===== config.mk =====
export PLATFORM = sky130hd
export DESIGN_NAME = bus_arbiter
export DESIGN_NICKNAME = d
export VERILOG_FILES = /design/src/rtl/bus_arbiter.sv
export SDC_FILE = /design/constraint.sdc
export NUM_CORES = 1
export LEC_CHECK = 0
export ABC_AREA = 1
export CORE_AREA = 3 3 133 135
export CTS_CLUSTER_DIAMETER = 80
export CTS_CLUSTER_SIZE = 12
export DETAILED_ROUTE_END_ITERATION = 12
export DIE_AREA = 0 0 136 138
export GPL_ROUTABILITY_DRIVEN = 0
export PLACE_DENSITY = 0.82
export SLEW_MARGIN = 20
export SYNTH_ARGS = -nofsm -noshare
export SYNTH_HDL_FRONTEND = slang
export SYNTH_SLANG_ARGS = --single-unit

===== constraint.sdc =====
create_clock -name clk -period 1.7 [get_ports clk]
set_input_delay 0.255 -clock clk [delete_from_list [all_inputs] [get_ports clk]]
set_output_delay 0.255 -clock clk [all_outputs]
set_load 0.05 [all_outputs]

===== src/rtl/bus_arbiter.sv =====
// ---------------------------------------------------------------------------
// bus_arbiter
//   Shares one memory port between the instruction-fetch path and the data
//   (load/store) path. One transaction on the bus at a time; the data path
//   has fixed priority over fetch. Granted request attributes are latched on
//   grant, so the bus stays stable while the requester changes its inputs.
//
// Ports
//   clk, rst            clock, asynchronous active-low reset
//   if_req/if_addr      fetch read request (held until if_ack)
//   if_rdata/if_ack     fetch data + one-cycle completion pulse
//   mem_req/we/sel/addr/wdata   data-access request (held until mem_ack)
//   mem_rdata/mem_ack   data read result + one-cycle completion pulse
//   bus_req/we/sel/addr/wdata   shared memory port, request side
//   bus_rdata/bus_ready shared memory port, response side (latency >= 1)
//   stallreq_if/mem     stall requests to the pipeline controller
//   bus_err             one-cycle timeout pulse
//
// Configuration
//   BUS_TIMEOUT_EN      when defined, a transfer that sees 16 cycles of
//                       bus_ready=0 is abandoned: ack pulses with rdata 0 and
//                       bus_err pulses alongside. Undefined: waits forever,
//                       bus_err tied low.
// ---------------------------------------------------------------------------
module bus_arbiter (
    input  logic        clk,
    input  logic        rst,
    input  logic        if_req,
    input  logic [31:0] if_addr,
    output logic [31:0] if_rdata,
    output logic        if_ack,
    input  logic        mem_req,
    input  logic        mem_we,
    input  logic [3:0]  mem_sel,
    input  logic [31:0] mem_addr,
    input  logic [31:0] mem_wdata,
    output logic [31:0] mem_rdata,
    output logic        mem_ack,
    output logic        bus_req,
    output logic        bus_we,
    output logic [3:0]  bus_sel,
    output logic [31:0] bus_addr,
    output logic [31:0] bus_wdata,
    input  logic [31:0] bus_rdata,
    input  logic        bus_ready,
    output logic        stallreq_if,
    output logic        stallreq_mem,
    output logic        bus_err
);

    typedef enum logic [1:0] {
        IDLE     = 2'd0,
        IF_XFER  = 2'd1,
        MEM_XFER = 2'd2
    } state_t;

    state_t      state_q;
    logic        we_q;
    logic [3:0]  sel_q;
    logic [31:0] addr_q;
    logic [31:0] wdata_q;
    logic [31:0] if_rdata_q;
    logic [31:0] mem_rdata_q;
    logic        if_ack_q;
    logic        mem_ack_q;

    // A requester whose ack is showing this cycle has just been served; its
    // req is still high until it reacts, so it must not be granted again.
    logic if_elig;
    logic mem_elig;
    assign if_elig  = if_req  & ~if_ack_q;
    assign mem_elig = mem_req & ~mem_ack_q;

`ifdef BUS_TIMEOUT_EN
    logic [3:0] tmo_cnt_q;
    logic       bus_err_q;
`endif

    always_ff @(posedge clk or negedge rst) begin
        if (!rst) begin
            state_q     <= IDLE;
            we_q        <= 1'b0;
            sel_q       <= 4'h0;
            addr_q      <= 32'h0;
            wdata_q     <= 32'h0;
            if_rdata_q  <= 32'h0;
            mem_rdata_q <= 32'h0;
            if_ack_q    <= 1'b0;
            mem_ack_q   <= 1'b0;
`ifdef BUS_TIMEOUT_EN
            tmo_cnt_q   <= 4'h0;
            bus_err_q   <= 1'b0;
`endif
        end else begin
            // Acks and the error flag are single-cycle pulses.
            if_ack_q  <= 1'b0;
            mem_ack_q <= 1'b0;
`ifdef BUS_TIMEOUT_EN
            bus_err_q <= 1'b0;
`endif
            case (state_q)
                IDLE: begin
                    if (mem_elig) begin
                        state_q <= MEM_XFER;
                        we_q    <= mem_we;
                        sel_q   <= mem_sel;
                        addr_q  <= mem_addr;
                        wdata_q <= mem_wdata;
`ifdef BUS_TIMEOUT_EN
                        tmo_cnt_q <= 4'h0;
`endif
                    end else if (if_elig) begin
                        state_q <= IF_XFER;
                        we_q    <= 1'b0;
                        sel_q   <= 4'hF;
                        addr_q  <= if_addr;
                        wdata_q <= 32'h0;
`ifdef BUS_TIMEOUT_EN
                        tmo_cnt_q <= 4'h0;
`endif
                    end
                end
                IF_XFER, MEM_XFER: begin
                    if (bus_ready) begin
                        state_q <= IDLE;
                        if (state_q == IF_XFER) begin
                            if_ack_q   <= 1'b1;
                            if_rdata_q <= bus_rdata;
                        end else begin
                            mem_ack_q <= 1'b1;
                            // Writes leave the last read result untouched.
                            if (!we_q) mem_rdata_q <= bus_rdata;
                        end
                    end
`ifdef BUS_TIMEOUT_EN
                    else if (tmo_cnt_q == 4'hF) begin
                        // 16th stalled cycle: abandon and complete with zero data.
                        state_q   <= IDLE;
                        bus_err_q <= 1'b1;
                        if (state_q == IF_XFER) begin
                            if_ack_q   <= 1'b1;
                            if_rdata_q <= 32'h0;
                        end else begin
                            mem_ack_q   <= 1'b1;
                            mem_rdata_q <= 32'h0;
                        end
                    end else begin
                        tmo_cnt_q <= tmo_cnt_q + 4'h1;
                    end
`endif
                end
                default: state_q <= IDLE;
            endcase
        end
    end

    // Bus request follows the state directly so an async reset drops it at once.
    assign bus_req   = (state_q != IDLE);
    assign bus_we    = we_q;
    assign bus_sel   = sel_q;
    assign bus_addr  = addr_q;
    assign bus_wdata = wdata_q;

    assign if_rdata  = if_rdata_q;
    assign if_ack    = if_ack_q;
    assign mem_rdata = mem_rdata_q;
    assign mem_ack   = mem_ack_q;

    assign stallreq_if  = if_req  & ~if_ack_q;
    assign stallreq_mem = mem_req & ~mem_ack_q;

`ifdef BUS_TIMEOUT_EN
    assign bus_err = bus_err_q;
`else
    assign bus_err = 1'b0;
`endif

endmodule


==> results of run 1 <==
==> logic make-up (layout without fill, tap and decap cells) <==
logic type / after synthesis / count (layout)
buf+inv: 84 / 369
compound gates: 68 / 68
flops: 137 / 137
simple gates: 381 / 381
other cells: 1 / 1
fa+ha+maj: 2 / 2
==> cell usage after synthesis <==
cell type and n:
inv_1 40, buf_6 8, buf_2 17, o21ai_0 32
conb_1 1, nor2_1 4, nand2_4 3, nand2_8 1
nand4_1 1, dfrtp_1 137, buf_4 11, nor2_2 1
nand2_1 305, ha_1 2, buf_1 2, clkbuf_1 4
inv_2 2, nor2_4 1, nand3_1 65, o21ai_1 36
==> through the flow <==
step | power, uW | setup WS [ns] | utilization [%]
CTS | 21550 | 0.04056 | 54.46
global placement | 17810 | 0.07003 | 51.01
finish | 21330 | 0.09298 | 54.50
global route | 22570 | 0.03924 | 54.50
floorplan | 14030 | 0.1207 | -
detailed placement | 18040 | 0.03550 | 51.01
==> flip-flops by register name, summed over array words and instances (netlist names) <==
name and cells:
state_q 2, bus_sel 4, bus_addr 32, mem_ack 1, bus_wdata 32, mem_rdata 32, if_ack 1, bus_we 1
if_rdata 32
==> final cells by class <==
| class | count | area, um2 |
|---|---|---|
| repair buffers | 296 | 2681 |
| well taps | 220 | 275.3 |
| clock buffers | 22 | 484.2 |
| flip-flops and latches | 137 | 3428 |
| inverters | 42 | 157.7 |
| multi-input cells | 452 | 1947 |
| clock inverters | 9 | 65.06 |
| fillers | 1490 | 7545 |
==> metal layers <==
metal  GRT usage, %  up-vias  wire length [um]
met5              0        -                 0
met4          6.631        0               356
met3          7.267       25              1823
met2          29.75      213              8238
met1          20.51     2468              6509
li1               -     2649                 -
==> worst max path at each step <==
stage               cells after the start              startpoint                  endpoint
floorplan                               4       mem_ack$_DFF_PN0_              stallreq_mem
global placement                        7                 mem_req   bus_addr[0]$_DFFE_PN0P_
detailed placement                      7                 mem_req  bus_addr[26]$_DFFE_PN0P_
CTS                                     4  state_q[0]$_DFFE_PN0P_                   bus_req
global route                            4  state_q[0]$_DFFE_PN0P_                   bus_req
finish                                  4  state_q[0]$_DFFE_PN0P_                   bus_req
==> worst max-delay path, stage by stage (launching register included) <==
cell	delay (ns)
dfrtp_1	0.38
inv_1	0.09
ha_4	0.18
inv_2	0.09
buf_4	0.20
==> where the power goes <==
group / total (uW) / switching, uW / internal (uW)
logic: 12200 / 8610 / 3580
clock network: 3390 / 1370 / 2020
registers: 5750 / 908 / 4840
total: 21300 / 10900 / 10400
==> what timing repair did <==
| action | in CTS | in global routing |
|---|---|---|
| hold buffers | 1 | 0 |
| resized for setup | 2 | 0 |
| endpoints found under the setup margin | 1 | 1 |
| pin swaps | 0 | 1 |
| hold endpoints to repair | 35 | 0 |
| buffers inserted | 0 | 1 |
==> impl_metrics.csv, run 1 <==
group,metric,value,unit
route,ant_nets,0,
setup_path,path_class,"register to output pin",
setup_path,reg2reg_to,"mem_rdata[10]$_DFFE_PN0P_",
timing,finClkSkew,0.009447,ns
die,initial_core_util,34.96,%
placed_design,io_buffers,275,
cells_and_area,final_cells,1178,
setup_path,setup.worst_path.start_class,"register",
global_routing,gr-total-overflow,0,
cells_and_area,layout_commonest_cell,"nand2_1",
cells_and_area,final_cell_mix,"nand2_1 (304), buf_4 (149), dfrtp_1 (137), clkdlybuf4s50_1 (136), nand3_1 (65)",
run,maxCapViolCount,0,
cells_and_area,drive_above_1_share,20.77,%
cells_and_area,final_area,9039,um2
route,wl_per_cell,14.37,um
logic_synthesis,synth_adder_area_share,0.4316,%
clocking,clkSlewWorstSetupHoldPaths,0.06,ns
timing,whs,0.3189,ns
logic_synthesis,synth.area.mux_share,0,%
die,core,16580,um2
clocking,clock_latency,0.41,ns
route,vias,5355,
die,die_w,136,um
logic_synthesis,synth_nets,813,
placed_design,placedCellCount,1145,
global_routing,grt_max_degree,66,
global_routing,grt.total_usage,17.84,%
logic_synthesis,yosys.area_share.simple,26.95,%
die,die-area,18770,um2
global_routing,grt_pass1_vias,5236,
route,first_pass_iters,5,
route,initialDrtViolationCount,208,
logic_synthesis,synthXorXnorAreaFrac,0,%
status,status,"finished, final reports clean",
logic_synthesis,synth_top_family_by_area,"simple AND/OR/NAND/NOR gates",
logic_synthesis,synth_top_area_cell,"dfrtp_1",
setup_path,crit_path_end_kind,"output pin",
clocking,cts-root-buf,"clkbuf_16",
placed_design,placed_cell_area,8459,um2
timing,final.setup.tns,0,ns
die,num_rows,47,
logic_synthesis,synth_area_leaders,"dfrtp_1 (59%), nand2_1 (20%), nand3_1 (5.6%), o21ai_1 (3.1%), o21ai_0 (2.8%)",
placed_design,dp_hpwl,12.51,mm
die,ios,277,
pwr,leakagePower,0.004762,uW
logic_synthesis,syn_area,5798,um2
global_routing,antenna_found_initial,0,
timing,slew_violations,0,
timing,setup_violations,0,
route,vias_per_cell,4.546,
worst_hold_path,min_path_type,"primary input to async pin",
clocking,clockBufferDepth,2,
logic_synthesis,seq_area_frac_synth,59.13,%
clocking,htreeDepth,4,
timing,finalCritPeriodShare,94.53,%
setup_path,reg2reg_slack,0.17,ns
setup_path,rr_worst_depth,8,
timing,rsz0062_at_grt,"no",
route,drc,0,
pwr,max-vdd-ir-drop,1.507,mV
timing,hold_viol_final,0,
setup_path,required,1.44,ns
cells_and_area,n_antenna_cell,0,
logic_synthesis,synth-seq-cells,137,
cells_and_area,nets,1086,
logic_synthesis,synth-compound-area-share,5.870,%
logic_synthesis,postSynthCellCount,673,
cells_and_area,area_growth,55.89,%
die,chipHeight,138,um
logic_synthesis,synth.top_cell.area_share,59.13,%
global_routing,grt_pass1_wl,26.80,mm
logic_synthesis,ys_warn_count,0,
setup_path,critPathMaxFanout,5,
setup_path,critPathArrivalTime,1.35,ns
clocking,cts_buffers,17,
pwr,power_density,2360,nW/um2
clocking,cts_tree,"done",
clocking,clock-sinks,137,
setup_path,regToRegStartpoint,"state_q[0]$_DFFE_PN0P_",
timing,min_period,1.607,ns
logic_synthesis,synth_cell_types,20,
timing,max_freq,622.3,MHz
logic_synthesis,avgSynthCellArea,8.615,um2
route,drt_wl_total,16.93,mm
No activity file was read; power rests on OpenSTA's default activity.
==> run 2, diff against run 1 <==
GPL_ROUTABILITY_DRIVEN = not set   (was 0)
==> results of run 2 <==
No change in the layout: final DEF, timing and power equal those of run 1.
